### config.mk
export PLATFORM = sky130hd
export DESIGN_NAME = horizon_line_renderer
export DESIGN_NICKNAME = d
export VERILOG_FILES = /design/src/rtl/horizon_line_renderer.sv
export SDC_FILE = /design/constraint.sdc
export NUM_CORES = 1
export LEC_CHECK = 0
export ABC_AREA = 1
export BUFFER_PORTS_ARGS = -buffer_cell sky130_fd_sc_hd__buf_4
export CORE_MARGIN = 5
export CORE_UTILIZATION = 60
export CTS_CLUSTER_SIZE = 14
export DETAILED_ROUTE_END_ITERATION = 16
export PLACE_DENSITY = 0.92
export SKIP_LAST_GASP = 1
export SLEW_MARGIN = 20
export SYNTH_ARGS = -nofsm -noshare
export SYNTH_HDL_FRONTEND = slang
export SYNTH_SLANG_ARGS = --single-unit
### constraint.sdc
create_clock -name clk -period 7.8 [get_ports clk]
set_input_delay 0.78 -clock clk [delete_from_list [all_inputs] [get_ports clk]]
set_output_delay 0.78 -clock clk [all_outputs]
set_load 0.02 [all_outputs]
### src/rtl/horizon_line_renderer.sv
// Horizon line pixel reader: snapshots segment positions per frame and
// answers per-pixel opacity queries through a 1-cycle sync sprite ROM.
//
// Ports:
//   clk, rst_n         clock, async active-low reset
//   x_pos[2], bump[2]  segment left edges (signed px) and sprite variants
//   frame_start        1-cycle pulse, snapshots x_pos/bump
//   req_valid/x/y      pixel query (no back-pressure)
//   rom_addr/rom_data  sprite ROM bit address, bit returned a cycle later
//   pix_valid/pix_hit  response, 3 cycles after the query
module horizon_line_renderer #(
    parameter int WIDTH  = 640,
    parameter int HEIGHT = 12,
    parameter int Y_POS  = 127,
    parameter int ROM_AW = 14
) (
    input  logic               clk,
    input  logic               rst_n,
    input  logic signed [10:0] x_pos [2],
    input  logic               bump [2],
    input  logic               frame_start,
    input  logic               req_valid,
    input  logic [9:0]         req_x,
    input  logic [8:0]         req_y,
    output logic [ROM_AW-1:0]  rom_addr,
    input  logic               rom_data,
    output logic               pix_valid,
    output logic               pix_hit
);

    localparam logic [11:0] W12 = 12'(WIDTH);
    localparam logic [9:0]  H10 = 10'(HEIGHT);
    localparam logic [9:0]  Y10 = 10'(Y_POS);

    typedef enum logic {IDLE, ACTIVE} state_t;

    state_t state;
    state_t state_nx;
    logic   active;

    logic [10:0] xs [2];
    logic        bs [2];

    logic [11:0]       col0;
    logic [11:0]       col1;
    logic [11:0]       colsel;
    logic [9:0]        row;
    logic              in0;
    logic              in1;
    logic              rowok;
    logic              bsel;
    logic              hit_en;
    logic [ROM_AW-1:0] addr_nx;

    logic v1;
    logic he1;
    logic v2;
    logic he2;

    always_ff @(posedge clk or negedge rst_n) begin
        if (!rst_n) state <= IDLE;
        else        state <= state_nx;
    end

    always_comb begin
        state_nx = state;
        if (state == IDLE && frame_start) state_nx = ACTIVE;
    end

    always_comb begin
        active = (state == ACTIVE);
    end

    // A query in the frame_start cycle still sees the old snapshot,
    // since these registers only change at the closing edge.
    always_ff @(posedge clk or negedge rst_n) begin
        if (!rst_n) begin
            xs[0] <= '0;
            xs[1] <= 11'(WIDTH);
            bs[0] <= 1'b0;
            bs[1] <= 1'b0;
        end else if (frame_start) begin
            xs[0] <= x_pos[0];
            xs[1] <= x_pos[1];
            bs[0] <= bump[0];
            bs[1] <= bump[1];
        end
    end

    // Column/row differences carry a sign bit; a set sign bit means the
    // pixel is left of (or above) the segment and is a miss.
    always_comb begin
        col0    = {2'b00, req_x} - {xs[0][10], xs[0]};
        col1    = {2'b00, req_x} - {xs[1][10], xs[1]};
        row     = {1'b0, req_y} - Y10;
        in0     = !col0[11] && (col0 < W12);
        in1     = !col1[11] && (col1 < W12);
        rowok   = !row[9] && (row < H10);
        colsel  = in0 ? col0 : col1;
        bsel    = in0 ? bs[0] : bs[1];
        addr_nx = (bsel ? ROM_AW'(HEIGHT * WIDTH) : '0)
                + ROM_AW'(row) * ROM_AW'(WIDTH)
                + ROM_AW'(colsel);
        hit_en  = req_valid && rowok && (in0 || in1) && active;
    end

    always_ff @(posedge clk or negedge rst_n) begin
        if (!rst_n) begin
            rom_addr  <= '0;
            v1        <= 1'b0;
            he1       <= 1'b0;
            v2        <= 1'b0;
            he2       <= 1'b0;
            pix_valid <= 1'b0;
            pix_hit   <= 1'b0;
        end else begin
            rom_addr  <= addr_nx;
            v1        <= req_valid;
            he1       <= hit_en;
            v2        <= v1;
            he2       <= he1;
            pix_valid <= v2;
            pix_hit   <= v2 && he2 && rom_data;
        end
    end

endmodule

## Word-level counts from Yosys, hierarchy flattened

Index checks and enable logic that the tools add are counted.

- Logic and storage cells: 38
- Memories kept: 0
- Input port bits: 48
- Memory bits (writable): 0
- Register bits after elaboration: 45
- Output and inout port bits: 16
- Bits in latches: 0
- ROM bits: 0

- Add/sub/neg operators: 5
- Magnitude comparators: 3
- Reductions and logical operators: 13
- Multiplexer cells: 3
- $mul: 1
- Shifts and indexed selects: 0
- Bitwise logic cells: 1
- Equality and inequality tests: 0
- Divide/modulo/power cells: 0

Operators with widths:

| kind | count |
|---|---|
| less-than comparator 12 x 10 -> 1 bit (second input constant) | 2 |
| subtractor 11 x 11 -> 12 bit | 2 |
| adder 13 x 14 -> 14 bit | 1 |
| adder 14 x 12 -> 14 bit | 1 |
| 2-to-1 mux 13 bit | 1 |
| 2-to-1 mux 12 bit | 1 |
| less-than comparator 10 x 4 -> 1 bit (second input constant) | 1 |
| multiplier 10 x 3 -> 7 bit (second input constant) | 1 |
| subtractor 9 x 7 -> 10 bit (second input constant) | 1 |
| logical AND 1 bit | 9 |
| zero test 1 bit | 3 |
| logical OR 1 bit | 1 |
| 2-to-1 mux 1 bit | 1 |
| NOT 1 bit | 1 |

## Longest topological paths before layout

Gate-level depths: netlist (run 1).

- Word-level depth: 7
- Depth in mapped cells: 28

## Worst setup path after synthesis (run 1)

No wires, ideal clock.

- Path kind: in2reg
- From: in req_x[0]
- To: reg rom_addr[13]
- Arrival: 3,822 ps
- Setup time: 116 ps
- Buffers on the path: 1
- Required time: 7,684 ps
- Stages: 27
- Setup slack: 3,861 ps
- Cells stage by stage: inv_1 ha_1 fa_1 inv_1 nand3_1 nand2_2 nand2_1 nand2_1 nand2_1 nand2_1 nand2_1 nand2_2 nand2_4 buf_6 nand2_1 o21ai_0 fa_1 inv_1 ha_1 nand3_1 nand2_1 a21oi_1 inv_1 a21oi_1 inv_1 nand2_1 nand2_1

- Cells in the longest elaborated chain, start to end: 7
- Elaborated cells between the ends (all ways): 10
- Those cells by class: 4 x add/sub; 1 x order compare; 3 x mux; 2 x reduce/logical

Ends and longest elaborated chain:

| element | line | source |
|---|---|---|
| from (decl) | 23 | `input logic [9:0] req_x,` |
| subtractor 11 x 11 -> 12 bit | 93 | `col0 = {2'b00, req_x} - {xs[0][10], xs[0]};` |
| less-than comparator 12 x 10 -> 1 bit or zero test 1 bit (tied branches) | 96 | `in0 = !col0[11] && (col0 < W12);` |
| logical AND 1 bit | 96 |  |
| 2-to-1 mux 1 bit | 100 | `bsel = in0 ? bs[0] : bs[1];` |
| 2-to-1 mux 13 bit | 101 | `addr_nx = (bsel ? ROM_AW'(HEIGHT * WIDTH) : '0)` |
| adder 13 x 14 -> 14 bit | 102 | `+ ROM_AW'(row) * ROM_AW'(WIDTH)` |
| adder 14 x 12 -> 14 bit * | 103 | `+ ROM_AW'(colsel);` |
| via addr_nx[13] | 53 | `logic [ROM_AW-1:0] addr_nx;` |
| to (signal assigned) | 117 | `rom_addr <= addr_nx;` |
| to (decl) | 25 | `output logic [ROM_AW-1:0] rom_addr,` |

The timed path passes the listed nets; every way through them passes the cells marked *.
A chain may end at the register's enable or synchronous reset.

## Worst setup path after layout (run 1)

Same ends and word-level chain as after synthesis.

==> impl_metrics.py, run 1 <==
metrics = {
    "run_status": {
        "status": "finished clean",
    },
    "placed_design": {
        "place_congestion": 0.8999,
        "hpwl_um": 6531,
        "numPortBuffers": 63,
    },
    "timing": {
        "fin_crit_sh": 0.5136,
        "tns_ps": 0,
        "finalHoldViolations": 0,
        "skew_ps": 5.119,
        "max_freq_mhz": 249.6,
        "final_max_slew_viol_count": 0,
        "period_needed_ps": 4006,
        "rsz0062_at_grt": "false",
        "relSlewSlack": 0.6269,
        "tightest_slew_ps": 559.6,
        "finalSetupViolations": 0,
    },
    "pwr": {
        "swShare": 0.4157,
        "p_seq_frac": 0.324,
        "leakagePower_nw": 2.255,
        "clkPwrFrac": 0.165,
        "p_comb_frac": 0.511,
        "intPower_mw": 0.5339,
        "vdd_ir_drop_max_mv": 0.1534,
        "total_power_mw": 0.9138,
        "p_per_area_nw_per_um2": 226.9,
        "switchingPower_mw": 0.3799,
    },
    "clock_tree": {
        "clockRootBuffer": "clkbuf_8",
        "numCtsBuffers": 5,
        "clkLatencyLatePin_ps": 300,
        "cts.repair.resized": 0,
        "postCtsSetupBuffers": 0,
        "cts.clk_slew.worst_paths_ps": 90,
        "hold_buffers": 0,
        "cts_sinks": 45,
        "cts_tree": "yes",
        "clockBufferDepth": 2,
        "h-tree-depth": 2,
    },
    "yosys": {
        "yosysWarnings": 0,
        "ys_seq_area_frac": 0.3320,
        "ys_types": 29,
        "synth_area_leaders": "dfrtp_1, nand2_1, ha_1",
        "synthesis.instances": 457,
        "synth_top_area_cell": "dfrtp_1",
        "synth_area_per_cell_um2": 7.439,
        "syn_area_um2": 3400,
        "syn-num-nets": 548,
        "ys_seq_elements": 45,
        "synth.top_cell.area_share": 0.3165,
    },
    "setup_path": {
        "crit_top_cell": "nand2_1",
        "critical-path-top-delay-family": "adder cells",
        "crit_buf_inv": 7,
        "required_ps": 8000,
        "crit_path_end_kind": "flop",
        "critPathKind": "input pin to flop",
        "critPathLaunchType": "input pin",
        "critPathSlowestCell": "fa_1",
        "crit_fanout": 15,
        "critPathMaxStageDelay_ps": 500,
        "cp_data_arrival_time_ps": 4200,
    },
    "die": {
        "initial_utilization": 0.6174,
        "core.rowCount": 27,
        "die_w_um": 85.27,
        "ios": 64,
        "die-area_um2": 7271,
        "core_area_um2": 5507,
        "die_h_um": 85.27,
    },
    "drt": {
        "viasPerCell": 5.091,
        "ant_nets": 0,
        "drc": 0,
        "drt-initial-drc-count": 115,
        "routed_wl_um": 7816,
        "via_count": 3024,
        "drt_pass1_iterations": 5,
        "routedWlPerCell_um": 13.16,
    },
    "cells_and_area": {
        "synthToLayoutAreaGrowth_pct": 18.44,
        "fin_nets": 612,
        "drive_gt1_frac": 0.1648,
        "layout_commonest_cell": "nand2_1",
        "num_antenna_cells": 0,
        "final_cell_mix": "nand2_1, inv_1, buf_4, dfrtp_1, ha_1",
    },
    "grt": {
        "grt_pass1_vias": 3012,
        "grtUsageTotal": 0.2207,
        "grt_pass1_wl_um": 13110,
        "grt_max_degree": 47,
        "grt_overflow": 0,
        "antenna_found_initial": 0,
    },
    "run": {
        "drv_cap": 0,
    },
    "min_path": {
        "hold_class": "flop to flop",
    },
}
[power by group through the flow]
stage | registers, mW | clock network, mW | logic [mW]
CTS | 0.296 | 0.156 | 0.467
floorplan | 0.341 | 0 | 0.274
finish | 0.296 | 0.151 | 0.467
global placement | 0.299 | 0 | 0.442
detailed placement | 0.301 | 0 | 0.465
global route | 0.301 | 0.168 | 0.522
[cell usage after synthesis]
cell type	count
nor3_1	3
a31oi_1	1
nand3b_1	3
nor2_4	1
nor2_1	27
o21ai_2	1
nand2_1	128
and3_1	1
nand4_1	5
o31ai_1	1
inv_2	2
nand2_4	2
nand2_2	5
a21oi_1	20
fa_1	5
ha_1	38
clkbuf_1	5
xor2_1	17
dfrtp_1	43
nor3b_1	1
xnor2_1	5
nand3_1	24
inv_1	77
o21ai_0	34
dfstp_2	2
buf_6	1
or2_1	1
o21bai_1	2
or2_2	2
[per-layer routing]
| layer | global-route usage | up-vias | part of all wire |
|---|---|---|---|
| met3 | 0.03981 | 16 | 0.046 |
| met4 | 0.06187 | 0 | 0.019 |
| met2 | 0.3955 | 73 | 0.50 |
| met1 | 0.2699 | 1369 | 0.44 |
| met5 | 0 | - | 0 |
| li1 | - | 1566 | - |
[final timing paths]
path	from	to	slack, ps	cells past startpoint
max	req_x[0]	rom_addr[13]$_DFF_PN0_	3790	27
min	he1$_DFF_PN0_	he2$_DFF_PN0_	360	0
max reg2reg	xs[11]$_DFFE_PN0P_	rom_addr[13]$_DFF_PN0_	4010	25
min reg2reg	he1$_DFF_PN0_	he2$_DFF_PN0_	360	0
max in group asynchronous	rst_n	xs[9]$_DFFE_PN1P_	6950	1
min in group asynchronous	rst_n	rom_addr[5]$_DFF_PN0_	460	1
[logic make-up after synthesis]
logic type | count (synthesis) | share of synthesized area
adders and majority gates | 43 | 0.1693
and+or+nand+nor | 203 | 0.2554
buffers and inverters | 85 | 0.09606
AOI/OAI and AO/OA | 59 | 0.09054
DFF | 45 | 0.3320
xor gates and xnor gates | 22 | 0.05668
[area by class of cell]
| type | instances | area (µm²) |
|---|---|---|
| sequential | 45 | 1129 |
| clock buffer | 5 | 68.82 |
| tap | 72 | 90.09 |
| multi-input combinational | 327 | 1944 |
| inverter | 79 | 296.5 |
| fill | 461 | 1480 |
| timing repair buffer | 63 | 473.0 |
| clock inverter | 3 | 25.02 |
[flip-flops by register name (all words and copies together) (netlist names)]
| register | cells |
|---|---|
| v1 | 1 |
| xs | 22 |
| he1 | 1 |
| pix_valid | 1 |
| v2 | 1 |
| bs | 2 |
| active | 1 |
| rom_addr | 14 |
| pix_hit | 1 |
| he2 | 1 |
[stage by stage]
step | instance area, µm² | hold WS [ps] | util | setup WS, ps | cells
after global placement | 3933 | 331.6 | 0.7142 | 3652 | 586
after CTS | 4026 | 362.4 | 0.7312 | 3816 | 594
final | 4026 | 359.9 | 0.7312 | 3794 | 594
after global routing | 4026 | 372.4 | 0.7312 | 3468 | 594
after detailed placement | 3933 | 341.1 | 0.7142 | 3499 | 586
after floorplan | 3400 | 331.2 | - | 3861 | 457
Note: power is estimated with default switching activity, not from simulation.
==> inputs of run 2 (changes only) <==
--- a/config.mk
+++ b/config.mk
@@ -8,10 +8,10 @@
 export ABC_AREA = 1
 export BUFFER_PORTS_ARGS = -buffer_cell sky130_fd_sc_hd__buf_4
 export CORE_MARGIN = 5
-export CORE_UTILIZATION = 60
+export CORE_UTILIZATION = 51
 export CTS_CLUSTER_SIZE = 14
 export DETAILED_ROUTE_END_ITERATION = 16
-export PLACE_DENSITY = 0.92
+export PLACE_DENSITY = 0.84
 export SKIP_LAST_GASP = 1
 export SLEW_MARGIN = 20
 export SYNTH_ARGS = -nofsm -noshare
==> constraint.sdc (replaced) <==
create_clock -name clk -period 3.6 [get_ports clk]
set_input_delay 0.36 -clock clk [delete_from_list [all_inputs] [get_ports clk]]
set_output_delay 0.36 -clock clk [all_outputs]
set_load 0.02 [all_outputs]
==> run 2 against run 1 <==
Routed wire length increased by 11%. Largest cell class unchanged. First-iteration DRC count rose by 77%. Largest power group unchanged. Total power is 140% higher. Setup slack got worse by 3700 ps. Sequential share of layout area is 1.6 points lower. Clock power increased by 120%. Register-to-register slack worse by 4000 ps. Global-route usage down 2.2 points. Via count up 4.7%. Clock skew hardly changed. Critical path depth shrank 2. Critical endpoint unchanged. Cell count is 2.9% higher.
==> impl_metrics.py, run 2 (synthesis gave the netlist of run 1 again) <==
metrics = {
    "grt": {
        "grtUsageTotal": 0.1987,
        "grt_overflow": 0,
        "antenna_found_initial": 0,
        "grt_pass1_wl_um": 13690,
        "grt_pass1_vias": 3084,
        "grt_max_degree": 47,
    },
    "placed_design": {
        "dpl_worst_slack_ps": -140.3,
        "numPortBuffers": 63,
        "place_congestion": 0.8919,
        "place_area_um2": 3999,
        "dp_cells": 599,
        "hpwl_um": 6866,
    },
    "cells_and_area": {
        "regMostFlops": "xs",
        "stdcell_count": 611,
        "finalInstanceArea_um2": 4264,
        "num_antenna_cells": 0,
        "top_regs": "xs: 22 flops, rom_addr: 14 flops, bs: 2 flops",
        "fin_nets": 624,
        "final_cell_mix": "nand2_1, inv_1, buf_4, dfrtp_1, o21ai_0",
        "synthToLayoutAreaGrowth_pct": 25.43,
        "layout_commonest_cell": "nand2_1",
        "drive_gt1_frac": 0.2322,
        "largest_reg_flops": 22,
        "final_util": 0.6639,
    },
    "pwr": {
        "leakagePower_nw": 2.316,
        "vdd_ir_drop_max_mv": 0.2057,
        "p_per_area_nw_per_um2": 517.8,
        "total_power_mw": 2.208,
    },
    "clock_tree": {
        "clkLatencyLatePin_ps": 300,
        "cts_sinks": 45,
        "numCtsBuffers": 5,
        "cts.clk_slew.worst_paths_ps": 90,
        "clockBufferDepth": 2,
        "h-tree-depth": 2,
        "clockRootBuffer": "clkbuf_8",
        "cts_tree": "yes",
    },
    "die": {
        "core_area_um2": 6422,
        "core.rowCount": 29,
        "ios": 64,
        "initial_utilization": 0.5293,
        "die_w_um": 91.65,
        "die_h_um": 91.65,
        "die-area_um2": 8399,
    },
    "setup_path": {
        "critPathKind": "flop to flop",
        "required_ps": 3800,
        "crit_fanout": 5,
        "critPathLaunchType": "flop",
        "critPathSlowestCell": "fa_1",
        "critPathMaxStageDelay_ps": 540,
        "crit_path_end_kind": "flop",
        "cp_data_arrival_time_ps": 3750,
        "crit_top_cell": "nand2_1",
        "r2r_cells": 25,
    },
    "drt": {
        "routed_wl_um": 8667,
        "via_count": 3167,
        "drt-initial-drc-count": 203,
        "drt_pass1_iterations": 4,
        "drc": 0,
        "routedWlPerCell_um": 14.18,
        "ant_nets": 0,
        "viasPerCell": 5.183,
    },
    "timing": {
        "finalSetupViolations": 0,
        "period_needed_ps": 3542,
        "setup_ws_ps": 58.00,
        "relSlewSlack": 0.6299,
        "final_max_slew_viol_count": 0,
        "max_freq_mhz": 282.3,
        "finalHoldViolations": 0,
        "tns_ps": 0,
        "fin_crit_sh": 0.9839,
        "whs_ps": 39.52,
        "skew_ps": 4.750,
        "tightest_slew_ps": 555.1,
    },
    "run_status": {
        "status": "finished clean",
    },
    "run": {
        "drv_cap": 0,
    },
    "min_path": {
        "hold_class": "input pin to asynchronous set/reset pin",
    },
}
==> run 2: cell count changes in the layout (fill, tap and decap cells not counted), sizes merged <==
| cell | change |
|---|---|
| nand2 | +1 |
| buf | +11 |
==> run 2: final timing paths <==
kind	start	to	slack [ps]
min	rst_n	rom_addr[6]$_DFF_PN0_	40
max reg2reg	xs[11]$_DFFE_PN0P_	rom_addr[13]$_DFF_PN0_	60
max in group asynchronous	rst_n	xs[7]$_DFFE_PN1P_	3180
min in group clk	req_valid	v1$_DFF_PN0_	190
min reg2reg	he1$_DFF_PN0_	he2$_DFF_PN0_	360
max	xs[11]$_DFFE_PN0P_	rom_addr[13]$_DFF_PN0_	60
==> run 2: final cells by class <==
| cell class | instances | area (µm²) |
|---|---|---|
| clock inverter | 3 | 25.02 |
| timing repair buffer | 74 | 555.5 |
| tap | 77 | 96.34 |
| clock buffer | 5 | 68.82 |
| sequential | 45 | 1129 |
| fill | 561 | 2158 |
| inverter | 79 | 296.5 |
| multi-input combinational | 328 | 2093 |
==> run 2: repair_timing <==
item	in CTS	in global routing
pin swaps	0	13
setup endpoints to repair	1	2
cloned	0	1
hold buffers	0	0
gates resized for setup	2	31
setup buffers	0	3
==> run 2: worst max-delay path, delay by kind of cell (launching register included) <==
kind / cells / cell delay, ps
DFF: 1 / 430
AOI/OAI and AO/OA: 3 / 390
adders and majority gates: 4 / 1320
and+or+nand+nor: 14 / 1020
buffers and inverters: 4 / 270
==> run 2: power by group <==
part	switching [mW]	total (mW)	internal, mW
combinational	0.702	1.23	0.531
sequential	0.0324	0.641	0.608
clock	0.194	0.334	0.140
==> run 2: per-layer routing <==
layer  share of wire  vias to the layer above  GRT usage  wire (µm)
met3           0.059                       15    0.03764        512
met1            0.41                     1483     0.2372       3514
li1                -                     1588          -          -
met2            0.52                       81     0.3713       4518
met4           0.014                        0    0.03894        122
met5               0                        -          0          0
==> inputs of run 3 (changes only) <==
--- a/config.mk
+++ b/config.mk
@@ -12,6 +12,7 @@
 export CTS_CLUSTER_SIZE = 14
 export DETAILED_ROUTE_END_ITERATION = 16
 export PLACE_DENSITY = 0.84
+export RECOVER_POWER = 100
 export SKIP_LAST_GASP = 1
 export SLEW_MARGIN = 20
 export SYNTH_ARGS = -nofsm -noshare
==> run 3 against run 2 <==
The flow now finishes with violations (max-capacitance violations, max-slew violations). Clock skew rose by 1.0 ps. First-iteration DRC count is 1.5% higher. Largest cell class unchanged. Sequential share of layout area is 0.45 points higher. Critical path depth unchanged. Clock power hardly changed. Sequential power hardly changed. Hold slack improved by 200 ps.
==> impl_metrics.py, run 3 (synthesis gave the netlist of run 1 again) <==
metrics = {
    "timing": {
        "max_freq_mhz": 282.6,
        "whs_ps": 238.2,
        "fin_crit_sh": 0.9828,
        "relSlewSlack": -0.5517,
        "period_needed_ps": 3538,
        "skew_ps": 5.764,
        "finalSetupViolations": 0,
        "final_max_slew_viol_count": 93,
        "tightest_slew_ps": 2328,
        "finalHoldViolations": 0,
    },
    "drt": {
        "drt-initial-drc-count": 206,
        "drt_pass1_iterations": 5,
        "ant_nets": 0,
        "drc": 0,
        "via_count": 3193,
        "viasPerCell": 5.226,
        "routed_wl_um": 8673,
        "routedWlPerCell_um": 14.19,
    },
    "pwr": {
        "p_per_area_nw_per_um2": 511.9,
        "clkPwrFrac": 0.156,
        "p_comb_frac": 0.547,
        "vdd_ir_drop_max_mv": 0.2053,
        "switchingPower_mw": 0.9270,
        "total_power_mw": 2.146,
        "leakagePower_nw": 2.246,
        "p_seq_frac": 0.298,
        "swShare": 0.4319,
        "intPower_mw": 1.219,
    },
    "min_path": {
        "min_path_cells": 1,
        "hold_class": "input pin to flop",
        "hp-start": "req_valid",
        "hold_end": "v1$_DFF_PN0_",
    },
    "run": {
        "drv_cap": 2,
    },
    "die": {
        "die_w_um": 91.65,
        "ios": 64,
        "initial_utilization": 0.5293,
        "core.rowCount": 29,
        "die-area_um2": 8399,
        "core_area_um2": 6422,
        "die_h_um": 91.65,
    },
    "run_status": {
        "violations": "max-capacitance violations, max-slew violations",
        "status": "finished with violations",
    },
    "grt": {
        "grt_use_met2": 0.3713,
        "grtUsageTotal": 0.1987,
        "antenna_found_initial": 0,
        "grt-busiest-layer": "met2",
        "met3_usage": 0.03764,
        "grt_pass1_wl_um": 13690,
        "use_met1": 0.2372,
        "grt_pass1_vias": 3084,
        "grt_max_degree": 47,
        "grt_overflow": 0,
    },
    "cells_and_area": {
        "nFillCells": 580,
        "final_cell_mix": "nand2_1, inv_1, buf_4, dfrtp_1, o21ai_0",
        "multi_input_area_um2": 2093,
        "fin_nets": 624,
        "synthToLayoutAreaGrowth_pct": 23.33,
        "num_antenna_cells": 0,
        "layout_commonest_cell": "nand2_1",
        "top_regs": "xs: 22 flops, rom_addr: 14 flops, bs: 2 flops",
        "finalInstanceArea_um2": 4193,
        "final_util": 0.6528,
        "regMostFlops": "xs",
        "largest_reg_flops": 22,
        "drive_gt1_frac": 0.1966,
        "seqCellArea_um2": 1129,
    },
    "setup_path": {
        "critPathLaunchType": "flop",
        "r2r_cells": 25,
        "crit_fanout": 5,
        "critPathKind": "flop to flop",
        "cp_data_arrival_time_ps": 3740,
        "ff2ff_setup_slack_ps": 60,
        "timing.rr.end": "rom_addr[13]$_DFF_PN0_",
        "reg2reg_from": "xs[11]$_DFFE_PN0P_",
        "crit_path_end_kind": "flop",
        "required_ps": 3800,
    },
    "clock_tree": {
        "cts_sinks": 45,
        "numCtsBuffers": 5,
        "cts_tree": "yes",
        "clockBufferDepth": 2,
        "h-tree-depth": 2,
        "clkLatencyLatePin_ps": 300,
        "cts.clk_slew.worst_paths_ps": 90,
        "clockRootBuffer": "clkbuf_8",
    },
    "placed_design": {
        "place_area_um2": 3999,
        "hpwl_um": 6866,
        "numPortBuffers": 63,
        "place_congestion": 0.8919,
    },
}
-- run 3: cell count changes in the layout (fill, tap and decap cells not counted), sizes merged --
cell    change
buf        -19
clkbuf     +19
-- run 3: final cells by class --
class                   instances  area share
flip-flops and latches         45      0.2692
multi-input cells             328      0.4993
inverters                      79     0.07073
clock buffers                   5     0.01641
well taps                      77     0.02298
repair buffers                 74      0.1155
clock inverters                 3    0.005968
-- run 3: worst max-delay path by stage --
stage                       start                      to  slack, ps  depth (start not counted)
2_1_floorplan            req_x[0]  rom_addr[13]$_DFF_PN0_         80                         27
3_3_place_gp             req_x[0]  rom_addr[13]$_DFF_PN0_         20                         27
3_5_place_dp             req_x[0]  rom_addr[13]$_DFF_PN0_       -140                         27
4_1_cts        xs[11]$_DFFE_PN0P_  rom_addr[13]$_DFF_PN0_         10                         25
5_1_grt        xs[16]$_DFFE_PN0P_  rom_addr[13]$_DFF_PN0_       -130                         25
6_report       xs[11]$_DFFE_PN0P_  rom_addr[13]$_DFF_PN0_         60                         25
-- run 3: timing repair --
action                     CTS  global route
gates cloned                 0             1
pin swaps                    0            13
setup endpoints to repair    1             2
setup buffers                0             3
hold buffers                 0             0
resized for setup            2            31
-- run 3: power groups by stage --
stage | logic (mW) | clock network, mW | registers, mW
6_report | 1.17 | 0.334 | 0.639
5_1_grt | 1.30 | 0.365 | 0.647
4_1_cts | 1.08 | 0.341 | 0.641
3_5_place_dp | 1.06 | 0 | 0.651
3_3_place_gp | 1.02 | 0 | 0.648
2_1_floorplan | 0.593 | 0 | 0.738
-- run 3: routing by layer --
layer | wire length (µm) | up-vias
met5 | 0 | -
met4 | 141 | 0
met3 | 558 | 16
met2 | 4489 | 108
met1 | 3484 | 1481
li1 | - | 1588
-- run 3: stage by stage --
stage / std cells / setup WS (ps) / setup TNS [ps]
floorplan: 457 / 81.10 / 0
CTS: 607 / 11.69 / 0
global placement: 599 / 23.15 / 0
global route: 611 / -130.2 / -195.9
detailed placement: 599 / -140.3 / -172.0
finish: 611 / 61.78 / 0
-- run 3: critical path, cell delays in order, from the launching register on --
cell     delay [ps]
dfrtp_1         430
ha_4            190
fa_2            360
inv_2            70
nand3_2          60
nand2_2          80
nand2_2          50
nand2_1          60
nand2_1          70
nand2_1          80
nand2_1          70
nand2_2         120
nand2_4          90
nand2_2          80
o21ai_2          70
fa_1            540
inv_2            60
ha_4            230
nand3_2          70
nand2_2          70
a21oi_2         160
inv_1            80
a21oi_2         170
inv_1            50
nand2_1          60
nand2_1          50
